$ cat config.mk
export PLATFORM = sky130hd
export DESIGN_NAME = ram_program_loader_flat
export DESIGN_NICKNAME = d
export VERILOG_FILES = /design/src/rtl/ram_program_loader_pkg.sv /design/src/rtl/ram_program_loader_if.sv /design/src/rtl/ram_program_loader_uart_rx_8n1.sv /design/src/rtl/ram_program_loader.sv /design/src/flat_wrapper.sv
export SDC_FILE = /design/constraint.sdc
export NUM_CORES = 1
export LEC_CHECK = 0
export BUFFER_PORTS_ARGS = -buffer_cell sky130_fd_sc_hd__buf_2
export CAP_MARGIN = 20
export CORE_MARGIN = 8
export CORE_UTILIZATION = 55
export CTS_BUF_LIST = sky130_fd_sc_hd__clkbuf_8
export DETAILED_ROUTE_END_ITERATION = 12
export PLACE_DENSITY = 0.72
export SETUP_SLACK_MARGIN = 0.2
export SYNTH_ARGS = -nofsm -noshare
export SYNTH_HDL_FRONTEND = slang
export SYNTH_SLANG_ARGS = --single-unit
$ cat constraint.sdc
create_clock -name clk -period 2.9 [get_ports clk]
set_input_delay 0.435 -clock clk [delete_from_list [all_inputs] [get_ports clk]]
set_output_delay 0.435 -clock clk [all_outputs]
set_load 0.005 [all_outputs]
$ cat src/rtl/ram_program_loader_pkg.sv
// Shared types and constants for the serial program loader and its UART receiver.
// MI/RI bit positions follow the CPU control word so the loader's strobes line up with it.
package ram_program_loader_pkg;

   localparam logic [7:0] SYNC_BYTE_DEF = 8'hA5;

   localparam int MI_BIT = 1;
   localparam int RI_BIT = 0;
   localparam logic [1:0] CTRL_MI = 2'(1 << MI_BIT);
   localparam logic [1:0] CTRL_RI = 2'(1 << RI_BIT);

   typedef enum logic [3:0] {
      ST_IDLE, ST_LEN, ST_DATA,
      ST_A_SET, ST_A_STB, ST_A_HLD,
      ST_D_SET, ST_D_STB, ST_D_HLD,
      ST_CHK, ST_DONE, ST_ERR
   } ld_state_t;

   typedef enum logic [1:0] {RX_IDLE, RX_START, RX_DATA, RX_STOP} rx_state_t;

   // A program must have at least one byte and must fit in RAM.
   function automatic logic len_ok(input logic [7:0] len, input int addr_w);
      return (len != 8'h00) && (int'(len) <= (1 << addr_w));
   endfunction

endpackage

$ cat src/rtl/ram_program_loader_if.sv
// Write side of the CPU RAM/MAR bus: data byte, bus ownership, MI/RI selects and RAM clock strobe.
interface ram_program_loader_if;
   logic [7:0] bus_out;
   logic       bus_oe;
   logic       mi;
   logic       ri;
   logic       ld_strobe;

   modport master (output bus_out, bus_oe, mi, ri, ld_strobe);
   modport slave  (input  bus_out, bus_oe, mi, ri, ld_strobe);
endinterface

$ cat src/rtl/ram_program_loader_uart_rx_8n1.sv
// 8N1 UART receiver, mid-bit sampling; rx_valid/rx_ferr pulse one clk after the stop-bit sample.
// No backpressure: each byte is presented for exactly one cycle.
module uart_rx_8n1
   import ram_program_loader_pkg::*;
#(
   parameter int CLKS_PER_BIT = 5208
) (
   input  logic       clk,
   input  logic       clr,
   input  logic       rx,
   output logic [7:0] rx_data,
   output logic       rx_valid,
   output logic       rx_ferr
);
   localparam int CW = (CLKS_PER_BIT > 2) ? $clog2(CLKS_PER_BIT) : 1;

   rx_state_t   state;
   logic        rx_s1, rx_s2, rx_s3;
   logic [CW-1:0] cnt;
   logic [2:0]  bit_idx;
   logic [7:0]  shreg;

   always_ff @(posedge clk) begin
      if (!clr) begin
         state    <= RX_IDLE;
         rx_s1    <= 1'b1;
         rx_s2    <= 1'b1;
         rx_s3    <= 1'b1;
         cnt      <= '0;
         bit_idx  <= '0;
         shreg    <= '0;
         rx_data  <= '0;
         rx_valid <= 1'b0;
         rx_ferr  <= 1'b0;
      end else begin
         rx_s1    <= rx;
         rx_s2    <= rx_s1;
         rx_s3    <= rx_s2;
         rx_valid <= 1'b0;
         rx_ferr  <= 1'b0;
         case (state)
            RX_IDLE: begin
               // Edge rather than level, so a line held low after a bad stop bit cannot retrigger.
               if (!rx_s2 && rx_s3) begin
                  cnt   <= '0;
                  state <= RX_START;
               end
            end
            RX_START: begin
               if (cnt == CW'(CLKS_PER_BIT / 2 - 1)) begin
                  cnt     <= '0;
                  bit_idx <= '0;
                  state   <= rx_s2 ? RX_IDLE : RX_DATA;
               end else begin
                  cnt <= cnt + 1'b1;
               end
            end
            RX_DATA: begin
               if (cnt == CW'(CLKS_PER_BIT - 1)) begin
                  cnt     <= '0;
                  shreg   <= {rx_s2, shreg[7:1]};
                  bit_idx <= bit_idx + 1'b1;
                  if (bit_idx == 3'd7) state <= RX_STOP;
               end else begin
                  cnt <= cnt + 1'b1;
               end
            end
            RX_STOP: begin
               if (cnt == CW'(CLKS_PER_BIT - 1)) begin
                  cnt      <= '0;
                  rx_data  <= shreg;
                  rx_valid <= rx_s2;
                  rx_ferr  <= !rx_s2;
                  state    <= RX_IDLE;
               end else begin
                  cnt <= cnt + 1'b1;
               end
            end
            default: state <= RX_IDLE;
         endcase
      end
   end

endmodule

$ cat src/rtl/ram_program_loader.sv
// Loads a framed UART program into CPU RAM (6 clk bus write per byte) holding the CPU until the checksum passes.
// No backpressure on rx: a byte arriving during a bus write is an overrun and aborts the frame.
module ram_program_loader
   import ram_program_loader_pkg::*;
#(
   parameter int         CLKS_PER_BIT = 5208,
   parameter logic [7:0] SYNC_BYTE    = SYNC_BYTE_DEF,
   parameter int         ADDR_W       = 4,
   parameter int         TO_W         = 20
) (
   input  logic                 clk,
   input  logic                 clr,
   input  logic                 rx,
   ram_program_loader_if.master bus,
   output logic                 cpu_hold,
   output logic                 busy,
   output logic                 done,
   output logic                 err
);
   ld_state_t         state;
   logic [7:0]        rx_data;
   logic              rx_valid, rx_ferr;
   logic [ADDR_W-1:0] addr;
   logic [ADDR_W:0]   cnt;
   logic [7:0]        sum, data_q, bus_q;
   logic [TO_W-1:0]   to_cnt;
   logic              ovr, oe_q, stb_q;
   logic [1:0]        ctrl_q;
   logic [7:0]        chk_sum;
   logic              waiting, in_write, to_err;

   uart_rx_8n1 #(.CLKS_PER_BIT(CLKS_PER_BIT)) u_rx (
      .clk      (clk),
      .clr      (clr),
      .rx       (rx),
      .rx_data  (rx_data),
      .rx_valid (rx_valid),
      .rx_ferr  (rx_ferr)
   );

   assign bus.bus_out   = bus_q;
   assign bus.bus_oe    = oe_q;
   assign bus.mi        = ctrl_q[MI_BIT];
   assign bus.ri        = ctrl_q[RI_BIT];
   assign bus.ld_strobe = stb_q;
   assign busy          = !(state inside {ST_IDLE, ST_DONE, ST_ERR});

   always_comb begin
      chk_sum  = sum + rx_data;
      waiting  = state inside {ST_LEN, ST_DATA, ST_CHK};
      in_write = state inside {ST_A_SET, ST_A_STB, ST_A_HLD, ST_D_SET, ST_D_STB, ST_D_HLD};
      to_err   = (waiting && (rx_ferr || (to_cnt == '1)))
               || (state == ST_LEN && rx_valid && !len_ok(rx_data, ADDR_W))
               || (state == ST_CHK && rx_valid && chk_sum != 8'h00)
               || (state == ST_D_HLD && (ovr || rx_valid || rx_ferr))
               || (state == ST_DONE && rx_ferr);
   end

   always_ff @(posedge clk) begin
      if (!clr) begin
         state    <= ST_IDLE;
         addr     <= '0;
         cnt      <= '0;
         sum      <= '0;
         data_q   <= '0;
         bus_q    <= '0;
         to_cnt   <= '0;
         ovr      <= 1'b0;
         oe_q     <= 1'b0;
         stb_q    <= 1'b0;
         ctrl_q   <= '0;
         cpu_hold <= 1'b0;
         done     <= 1'b0;
         err      <= 1'b0;
      end else begin
         to_cnt <= (waiting && !rx_valid) ? to_cnt + 1'b1 : '0;
         if (in_write && (rx_valid || rx_ferr)) ovr <= 1'b1;
         else if (state == ST_DATA)             ovr <= 1'b0;

         if (to_err) begin
            state    <= ST_ERR;
            err      <= 1'b1;
            done     <= 1'b0;
            cpu_hold <= 1'b1;
            oe_q     <= 1'b0;
            stb_q    <= 1'b0;
            ctrl_q   <= '0;
            bus_q    <= '0;
         end else begin
            case (state)
               ST_IDLE, ST_DONE, ST_ERR: begin
                  if (rx_valid && rx_data == SYNC_BYTE) begin
                     state <= ST_LEN;
                     done  <= 1'b0;
                     err   <= 1'b0;
                  end
               end
               ST_LEN: begin
                  if (rx_valid) begin
                     addr     <= '0;
                     cnt      <= rx_data[ADDR_W:0];
                     sum      <= '0;
                     cpu_hold <= 1'b1;
                     state    <= ST_DATA;
                  end
               end
               ST_DATA: begin
                  if (rx_valid) begin
                     data_q <= rx_data;
                     sum    <= chk_sum;
                     bus_q  <= 8'(addr);
                     oe_q   <= 1'b1;
                     ctrl_q <= CTRL_MI;
                     state  <= ST_A_SET;
                  end
               end
               ST_A_SET: begin stb_q <= 1'b1; state <= ST_A_STB; end
               ST_A_STB: begin stb_q <= 1'b0; state <= ST_A_HLD; end
               ST_A_HLD: begin
                  bus_q  <= data_q;
                  ctrl_q <= CTRL_RI;
                  state  <= ST_D_SET;
               end
               ST_D_SET: begin stb_q <= 1'b1; state <= ST_D_STB; end
               ST_D_STB: begin stb_q <= 1'b0; state <= ST_D_HLD; end
               ST_D_HLD: begin
                  oe_q   <= 1'b0;
                  ctrl_q <= '0;
                  bus_q  <= '0;
                  addr   <= addr + 1'b1;
                  cnt    <= cnt - 1'b1;
                  state  <= (cnt == (ADDR_W+1)'(1)) ? ST_CHK : ST_DATA;
               end
               ST_CHK: begin
                  if (rx_valid) begin
                     state    <= ST_DONE;
                     done     <= 1'b1;
                     cpu_hold <= 1'b0;
                  end
               end
               default: state <= ST_IDLE;
            endcase
         end
      end
   end

endmodule

$ cat src/flat_wrapper.sv
// flat-port wrapper written by rule: the top's interface ports become plain ports
module ram_program_loader_flat import ram_program_loader_pkg::*;
#(
   parameter int         CLKS_PER_BIT = 5208,
   parameter logic [7:0] SYNC_BYTE    = SYNC_BYTE_DEF,
   parameter int         ADDR_W       = 4,
   parameter int         TO_W         = 20
)
  (clk, clr, rx, cpu_hold, busy, done, err, bus_bus_out, bus_bus_oe, bus_mi, bus_ri, bus_ld_strobe);
  ram_program_loader_if bus_i ();
  input  logic clk;
  input  logic clr;
  input  logic rx;
  output logic cpu_hold;
  output logic busy;
  output logic done;
  output logic err;
  output wire logic [$bits(bus_i.bus_out)-1:0] bus_bus_out;
  output wire logic [$bits(bus_i.bus_oe)-1:0] bus_bus_oe;
  output wire logic [$bits(bus_i.mi)-1:0] bus_mi;
  output wire logic [$bits(bus_i.ri)-1:0] bus_ri;
  output wire logic [$bits(bus_i.ld_strobe)-1:0] bus_ld_strobe;
  assign bus_bus_out = bus_i.bus_out;
  assign bus_bus_oe = bus_i.bus_oe;
  assign bus_mi = bus_i.mi;
  assign bus_ri = bus_i.ri;
  assign bus_ld_strobe = bus_i.ld_strobe;
  ram_program_loader #(.CLKS_PER_BIT(CLKS_PER_BIT), .SYNC_BYTE(SYNC_BYTE), .ADDR_W(ADDR_W), .TO_W(TO_W)) u_core (.clk(clk), .clr(clr), .rx(rx), .bus(bus_i), .cpu_hold(cpu_hold), .busy(busy), .done(done), .err(err));
endmodule
======== Yosys cells after proc, flatten, opt, wreduce, memory -nomap -nowiden ========
Cells that the tools add are included.
word-level totals
  logic and storage cells ................. 174
  bits in registers ....................... 104
operators by class
  reduce and logical (&&, ||, !) cells .... 63
  $lt $le $gt $ge ......................... 1
  add/subtract/negate cells ............... 6
  bitwise logic cells ..................... 2
  eq/ne operators ......................... 33
  mux-type cells .......................... 44
operators by type and width
  cell                                             count
  one-hot mux 4 bit (10 select lines)              1
  two-way mux 13 bit                               3
  one-hot mux 13 bit (3 select lines)              1
  two-way mux 4 bit                                7
  two-way mux 8 bit                                3
  one-hot mux 8 bit (3 select lines)               1
  adder 20 x 1 -> 20 bit, second input constant    1
  == test 20 bit, second input constant            1
  AND reduction 3 bit                              6
  nonzero test 2 bit                               9
  == test 4 x 3 -> 1 bit, second input constant    4
  == test 4 bit, second input constant             4
  != test 2 bit, second input constant             8
  one-hot mux 8 bit (2 select lines)               1
  nonzero test 8 bit                               2
  two-way mux 2 bit                                7
  adder 13 x 1 -> 13 bit, second input constant    1
  == test 13 x 12 -> 1 bit, second input constant  1
  == test 13 bit, second input constant            1
  logical AND 1 bit                                12
  AND reduction 2 bit                              6
  AND reduction 4 bit                              3
  nonzero test 3 bit                               4
  one-hot mux 5 bit (2 select lines)               1
  32 further kinds                                 61

======== Logic depth before layout (Yosys ltp) ========
Gate-level depths: netlist of the first run.
  word-level depth ........................ 10
  mapped depth ............................ 10

======== By module ========
Synthesis of the first run repeated with hierarchy kept, for this count alone.
second synthesis, totals
  cells, all modules ...................... 623
  area, all modules ....................... 5,402.7 µm²
modules (own cells, without submodules)
  module              seq. area each (µm²)  instances  cells an instance  area an instance (µm²)
  ram_program_loader  1,301.2               1          408                3,533.4
  uart_rx_8n1         780.7                 1          215                1,869.3

======== Worst setup path before layout of the first run ========
Ideal clock, no wire load.
  kind .................................... reg-to-reg
  from .................................... reg u_core.u_rx.rx_data[0]
  to ...................................... reg u_core.err
  setup time .............................. 0.115 ns
  clock period less this slack ............ 2.306 ns
  data arrival time ....................... 2.192 ns
  path buffers ............................ 1
  stages on the path, launching flop included .. 10
  slack ................................... 0.594 ns
  data required time ...................... 2.785 ns
  path through ............................ dfxtp_1 -> ha_1 -> fa_1 -> a211oi_1 -> nor2_1 -> xor2_1 -> nor4_1 -> a41oi_2 -> buf_6 -> o21a_1
on the way
  word-level cells in the longest chain between the ends .. 10
  elaborated cells on any way between the ends .. 18
ends and longest elaborated chain
  element                                                               line                                  text
  start, declared                                                       ram_program_loader_uart_rx_8n1.sv:11  output logic [7:0] rx_data,
  start signal, assigned                                                ram_program_loader_uart_rx_8n1.sv:71  rx_data <= shreg;
  parallel branches: the longest is 10 deep, another holds adder 8 bit  --
  end signal, assigned                                                  ram_program_loader.sv:74              err <= 1'b0;
  end signal, assigned                                                  ram_program_loader.sv:82              err <= 1'b1;
  end signal, assigned                                                  ram_program_loader.sv:95              err <= 1'b0;
  end, declared                                                         ram_program_loader.sv:18              output logic err
Several ways; the timed one is not identified.
A chain may end at the register's enable or synchronous reset.

======== Worst setup path after layout of the first run ========
  from .................................... reg u_core.u_rx.rx_data[0]
  to ...................................... reg u_core.ctrl_q[1]
on the way
  word-level cells in the longest chain between the ends .. 9
  elaborated cells on any way between the ends .. 13
ends and longest elaborated chain
  element                                                              line                       text
  parallel branches: the longest is 5 deep, another holds adder 8 bit  --
  logical OR 1 bit *                                                   ram_program_loader.sv:54   || (state == ST_CHK && rx_valid && chk_sum != 8'h00)
  logical OR 1 bit *                                                   ram_program_loader.sv:55   || (state == ST_D_HLD && (ovr || rx_valid || rx_ferr))
  logical OR 1 bit *                                                   ram_program_loader.sv:56   || (state == ST_DONE && rx_ferr);
  OR reduction 2 bit (no source line) *                                --
  end signal, assigned                                                 ram_program_loader.sv:71   ctrl_q <= '0;
  end signal, assigned                                                 ram_program_loader.sv:87   ctrl_q <= '0;
  end signal, assigned                                                 ram_program_loader.sv:113  ctrl_q <= CTRL_MI;
  end, declared                                                        ram_program_loader.sv:28   logic [1:0] ctrl_q;
Every way passes the cells marked *.

==> results of run 1 <==
==> cells in the mapped netlist (13+ instances only) <==
cell / count / share of area [%]
dfxtp_1: 104 / 41
nor2_1: 66 / 4.9
a21oi_1: 63 / 6.3
nand2_1: 58 / 4.3
o21ai_0: 38 / 3.8
clkbuf_1: 24 / 1.8
nand3_1: 23 / 2.3
nor3_1: 23 / 2.3
ha_1: 14 / 3.5
nand2b_1: 13 / 1.6
xor2_1: 13 / 2.3
==> final cells by class <==
cell class	count	area (um^2)
well taps	111	139
repair buffers	34	214
clock inverters	7	86.3
inverters	12	45.0
flip-flops and latches	104	2080
fillers	806	3570
clock buffers	9	124
multi-input cells	462	2800
==> cell families (layout without fill, tap and decap cells) <==
group	count (synthesis)	in the layout	synth area share, %
AO/OA/AOI/OAI	152	152	17.8
adder cells (fa/ha/maj)	15	15	3.87
AND/OR/NAND/NOR	262	262	27.2
buffers and inverters	45	62	3.80
XOR/XNOR	22	22	3.82
multiplexers	11	11	2.21
flip-flops	104	104	41.3
==> metrics by stage <==
| step | std cells | util, % | worst slack [ps] | hold WS, ps |
|---|---|---|---|---|
| CTS | 738 | 60.1 | 226 | 226 |
| global route | 739 | 60.6 | 140 | 220 |
| finish | 739 | 60.6 | 311 | 239 |
| global placement | 722 | 57.8 | 332 | 399 |
| floorplan | 611 | - | 594 | 386 |
| detailed placement | 722 | 57.8 | 283 | 402 |
==> worst min path at each step <==
| stage | to | slack [ps] |
|---|---|---|
| floorplan | u_core.u_rx.rx_s2 | 390 |
| global placement | u_core.u_rx.rx_s2 | 400 |
| detailed placement | u_core.u_rx.rx_s2 | 400 |
| CTS | u_core.u_rx.rx_s1 | 230 |
| global route | u_core.u_rx.rx_s1 | 220 |
| finish | u_core.u_rx.rx_s1 | 240 |
==> power by group through the flow <==
stage / Sequential, uW / Clock, uW / Combinational [uW]
floorplan: 1490 / 0 / 179
global placement: 1500 / 0 / 229
detailed placement: 1500 / 0 / 230
CTS: 1470 / 932 / 232
global route: 1470 / 987 / 257
finish: 1470 / 902 / 234
==> layout by cell type, fill, tap and decap left out, drive strengths merged, types with 3 or more instances in the layout <==
cell and count:
nand4 12, clkbuf 9, nand3 23, nand2 58, nor4bb 3, ha 14, clkinv 5, xor2 13
nand2b 13, o22ai 3, or3b 4, buf 34, xnor2 9, a211oi 4, o21a 5, nor4b 3
o21bai 3, a22oi 5, a31oi 4, o21ai 45, mux2i 10, nor2 66, or4 4, a21oi 63
or3 8, and2 5, nor4 11, dfxtp 104, and3 9, nor3 23, inv 14, nor3b 8
==> flip-flops by register name (all words and copies together), names as in the netlist, 2 cells and up, named ones only <==
signal,flops
u_core.u_rx.rx_data,8
u_core.sum,8
u_core.cnt,5
u_core.bus.bus_out,8
u_core.u_rx.shreg,8
u_core.data_q,8
u_core.addr,4
u_core.u_rx.bit_idx,3
u_core.to_cnt,20
u_core.state,4
u_core.ctrl_q,2
u_core.u_rx.cnt,13
==> per-layer routing <==
metal / wire [um] / vias to the layer above
li1: - / 2213
met3: 456 / 11
met4: 112 / 0
met2: 5230 / 86
met1: 5220 / 2100
met5: 0 / -
==> timing repair <==
| action | in CTS | in global routing |
|---|---|---|
| hold buffers | 0 | 0 |
| endpoints found under the setup margin | 0 | 35 |
| resized for setup | 0 | 7 |
| buffers inserted | 0 | 1 |
==> summary.md, run 1 <==
| Metric | Value |
|---|---|
| Outcome | complete, no violations |
| R2R setup slack | 310 ps |
| Core box area | 9060 um^2 |
| Antenna cell count | 0 |
| Total negative slack | 0 ps |
| RSZ-0062 raised after global routing | yes |
| CTS sink cnt | 104 |
| Remaining global-route overflow | 0 |
| Vias in the first global route | 4035 |
| Hold path startpoint | rx |
| Met1 Usage GRT | 23.0% |
| Max-Cap Viols | 0 |
| GR peak layer | met2 |
| Worst EP required | 3170 ps |
| Static leakage | 0.00199 uW |
| Synth Warn # | 0 |
| Fin area | 5490 um^2 |
| GPL Wtd Cong | 0.880 |
| PD cells | 474 nW/um^2 |
| Buf/Inv on CP | 1 |
| Rel. slew slack | 47.4% |
| Met3 GRT Util | 3.52% |
| Slew of the pin with the lowest slew margin | 786 ps |
| 1st-iter DRT viols | 223 |
| CP cell instances | ha_1 -> fa_1 -> a211oi_2 -> o21bai_1 -> a21oi_1 -> xor2_1 -> a41oi_2 -> buf_6 -> nor4_1 |
| First-pass GRT wire length | 18.7 mm |
| Setup CP Type | reg2reg |
| CP max-delay cell | fa_1 |
| H-Tree Depth | 3 |
| Chip width | 112 um |
| Post-DP HPWL | 7.69 mm |
| Drt first pass iters | 4 |
| Synthesized area | 5040 um^2 |
| Ratio of cells with drive above 1 in the final layout | 11.6% |
| DRC Markers | 0 |
| Period minus WS final | 2590 ps |
| Reg2reg end | u_core.ctrl_q[1] |
| Net Count, Synth | 629 |
| Final clock skew | 18.4 ps |
| Initial Util | 55.6% |
| Sw Ratio | 28.1% |
| Fin. max-slew vios | 0 |
| Reg power frac | 56.4% |
| Sw power | 731 uW |
| Max frequency | 386 MHz |
| Crit path from | u_core.u_rx.rx_data[0] |
| WL/cell | 14.9 um |
| M2 GR Usage | 28.9% |
| Total power | 2600 uW |
| Hold depth | 2 |
| Hold Vio Cnt, Final | 0 |
| GR Util All Layers | 17.7% |
| Maximum vdd drop | 0.000336 V |
| Reg2Reg Depth | 9 |
| Delay-heaviest family, CP | compound AO/OA/AOI/OAI gates |
| CTS root buffer | clkbuf_8 |
| Row count | 35 |
| Hold Path Class | in2reg |
| CTS buffer count | 9 |
| CTS clk-pin slew, worst paths | 120 ps |
| Antenna violations before repair | 0 |
| Clock Path Buffers | 2 |
| Post-DRT Antenna Nets | 0 |
| Fraction of registers with async set/reset | 0% |
| Worst EP arrival | 2860 ps |
| # setup viols final | 0 |
| CTS tree | built |
| Number of I/O port buffers | 18 |
| Dominant synthesized flop cell | dfxtp_1 |
| Vias per cell | 5.97 |
| CP peak stage delay | 420 ps |
| Mapped Cells | 611 |
| Internal | 1870 uW |
| Worst-path maximum fanout | 21 |
| Reg2reg start | u_core.u_rx.rx_data[0] |
| DR vias | 4410 |
| Num ports | 19 |
| Clock power share | 34.6% |
| Post-synth EDFFs | 0 |
| CP startpoint kind | register |
| Worst-skew pair later-pin latency | 370 ps |
| Largest net degree at the start of global routing | 40 |
| Combinational power share | 9.0% |
| WP depth | 9 |
| Die height | 112 um |
| Flops & latches, synth | 104 |
| Sequential-to-total area share from yosys stat | 41.3% |
| Critical Path End Type | register |
| Total Routed Length | 11.0 mm |
| Worst Setup EP | u_core.ctrl_q[1] |
| Die ar. | 12500 um^2 |
| Final Cycle Share | 89.3% |
| Avg Cell Area, Syn | 8.25 um^2 |
| Synth-to-Final Area Change | 8.86% |
| Dpl cell area | 5240 um^2 |
| Netlist cell types | 64 |
| Final nets | 641 |
Power figures use the tool's default switching activity.
==> run 2: changes to the inputs <==
==> constraint.sdc (replaced) <==
create_clock -name clk -period 2.9 [get_ports clk]
set_input_delay 0.29 -clock clk [delete_from_list [all_inputs] [get_ports clk]]
set_output_delay 0.29 -clock clk [all_outputs]
set_load 0.005 [all_outputs]
==> run 2 against run 1 <==
Compared with the run above:
- clock skew increased by 5.5 ps
- die area did not move
- largest power group unchanged
- sequential share of layout area up 0.099 points
- first-iteration DRC count is 64% higher
- maximum frequency decreased by 1.2%
==> summary.md, run 2 (synthesized netlist as in run 1, its figures left out) <==
| Metric | Value |
|---|---|
| Antenna cell count | 0 (unchanged) |
| Antenna violations before repair | 0 (unchanged) |
| DRC Markers | 0 (unchanged) |
| Metal1 wirelength | 5.25 mm (+0.46%) |
| Vias per cell | 5.90 (-1.1%) |
| CTS clk-pin slew, worst paths | 120 ps (about the same) |
| Reg2reg start | u_core.state[2] |
| Max frequency | 381 MHz (-1.2%) |
| Hold depth | 2 (unchanged) |
| Reg2Reg Depth | 7 (-2) |
| WL/cell | 15.0 um (+0.46%) |
| H-Tree Depth | 3 (unchanged) |
| Drt first pass iters | 7 (+3) |
| Max-Cap Viols | 0 (unchanged) |
| Post-DRT Antenna Nets | 0 (unchanged) |
| RSZ-0062 raised after global routing | yes |
| CTS root buffer | clkbuf_8 |
| Total Routed Length | 11.1 mm (+0.60%) |
| Post-layout util | 60.4% (-0.19 points) |
| Largest net degree at the start of global routing | 40 (unchanged) |
| Min Hold Slack | 77.4 ps (-161 ps) |
| Dpl cell area | 5240 um^2 (unchanged) |
| Number of I/O port buffers | 18 (unchanged) |
| Commonest non-fill, non-tap cell in the layout | dfxtp_1 |
| Worst EP required | 3220 ps (+50 ps) |
| Final nets | 642 (+0.16%) |
| Chip width | 112 um (unchanged) |
| CP startpoint kind | register |
| Worst-skew pair later-pin latency | 390 ps (+20 ps) |
| Die ar. | 12500 um^2 (unchanged) |
| Critical Path End Type | register |
| Synth-to-Final Area Change | 8.51% |
| R2R setup slack | 280 ps (-30 ps) |
| Max reg flops | 20 (unchanged) |
| GPL Wtd Cong | 0.873 (-0.77%) |
| Worst-path maximum fanout | 12 (-43%) |
| Hold Path End | u_core.u_rx.rx_s1 |
| Die height | 112 um (unchanged) |
| Met3 WL | 537 um (+18%) |
| Met2 WL | 5.18 mm (-1.1%) |
| Fin area | 5470 um^2 (-0.32%) |
| Top sig layer | met4 |
| Worst EP arrival | 2940 ps (+80 ps) |
| Clock Path Buffers | 2 (unchanged) |
| Top Registers | u_core.to_cnt: 20 flops, u_core.u_rx.cnt: 13 flops |
| Fin. max-slew vios | 0 (unchanged) |
| DR vias | 4368 (-0.95%) |
| CTS tree | built |
| Vias in the first global route | 4020 (-0.37%) |
| Setup CP Type | reg2reg |
| 1st-iter DRT viols | 366 (+64%) |
| CTS buffer count | 9 (unchanged) |
| Hold Path Class | in2reg |
| Num ports | 19 (unchanged) |
| Row count | 35 (unchanged) |
| Final Cycle Share | 90.4% (+1.1 points) |
| Largest Register | u_core.to_cnt |
| Outcome | complete, no violations |
| Hold path startpoint | rx |
| Hold Vio Cnt, Final | 0 (unchanged) |
| Slew of the pin with the lowest slew margin | 958 ps (+171 ps) |
| GR Util All Layers | 17.7% (+0.034 points) |
| Core box area | 9060 um^2 (unchanged) |
| # setup viols final | 0 (unchanged) |
| Crit path from | u_core.state[2] |
| First-pass GRT wire length | 18.7 mm (+0.18%) |
| Final clock skew | 23.9 ps (+5.50 ps) |
| Rel. slew slack | 36.0% (-11 points) |
| Maximum vdd drop | 0.000331 V (-1.6%) |
| CTS sink cnt | 104 (unchanged) |
| Total negative slack | 0 ps (unchanged) |
| Ratio of cells with drive above 1 in the final layout | 11.1% (-0.50 points) |
| Remaining global-route overflow | 0 (unchanged) |
| Reg2reg end | u_core.sum[5] |
| Most frequent cells in the layout | dfxtp_1 (104), nor2_1 (66), a21oi_1 (63) |
| Initial Util | 55.6% (unchanged) |
| Period minus WS final | 2620 ps (+32.2 ps) |
| Post-DP HPWL | 7.69 mm (about the same) |
| PD cells | 480 nW/um^2 (+1.2%) |
| Hold_buf cts | 0 (unchanged) |
| Static leakage | 0.00198 uW (-0.15%) |
[run 2: worst max path at each step]
stage                             to  slack [ps]  cells after the start
finish                 u_core.sum[5]         280                      7
global route           u_core.sum[6]         130                      7
CTS                 u_core.ctrl_q[1]         260                      8
detailed placement  u_core.data_q[6]         300                      6
global placement    u_core.ctrl_q[1]         340                      7
floorplan                 u_core.err         590                      9
[run 2: per-stage QoR]
step | cells | worst slack (ps) | total power (uW)
2_1_floorplan | 611 | 594 | 1670
3_3_place_gp | 722 | 341 | 1730
3_5_place_dp | 722 | 298 | 1730
4_1_cts | 738 | 256 | 2640
5_1_grt | 740 | 134 | 2730
6_report | 740 | 279 | 2630
[run 2: critical path, stage by stage, from the launching register on]
cell and delay (ps):
dfxtp_1 640, inv_1 190, a21oi_1 300, nor4_4 80
buf_4 170, a211oi_1 530, or3b_2 500, a21oi_1 140
[run 2: power breakdown]
group          internal (uW)  total, uW  switching (uW)  leakage [uW]
Combinational           83.8        236             153       0.00105
Clock                    347        923             576      0.000100
Sequential              1440       1470            25.3      0.000838
[run 2: repair_timing]
item	in CTS	in global routing
setup buffers	0	2
endpoints found under the setup margin	0	36
resized for setup	0	2
[run 2: routing by layer]
layer,global-route usage (%),vias up
met4,4.92,0
met5,0,-
met2,29.2,102
met3,4.06,11
met1,22.5,2042
li1,-,2213
[run 2: final cells by class]
type / instances / area (um^2)
fillers: 828 / 3590
multi-input cells: 462 / 2780
flip-flops and latches: 104 / 2080
repair buffers: 35 / 218
well taps: 111 / 139
clock buffers: 9 / 124
clock inverters: 7 / 85.1
inverters: 12 / 45.0
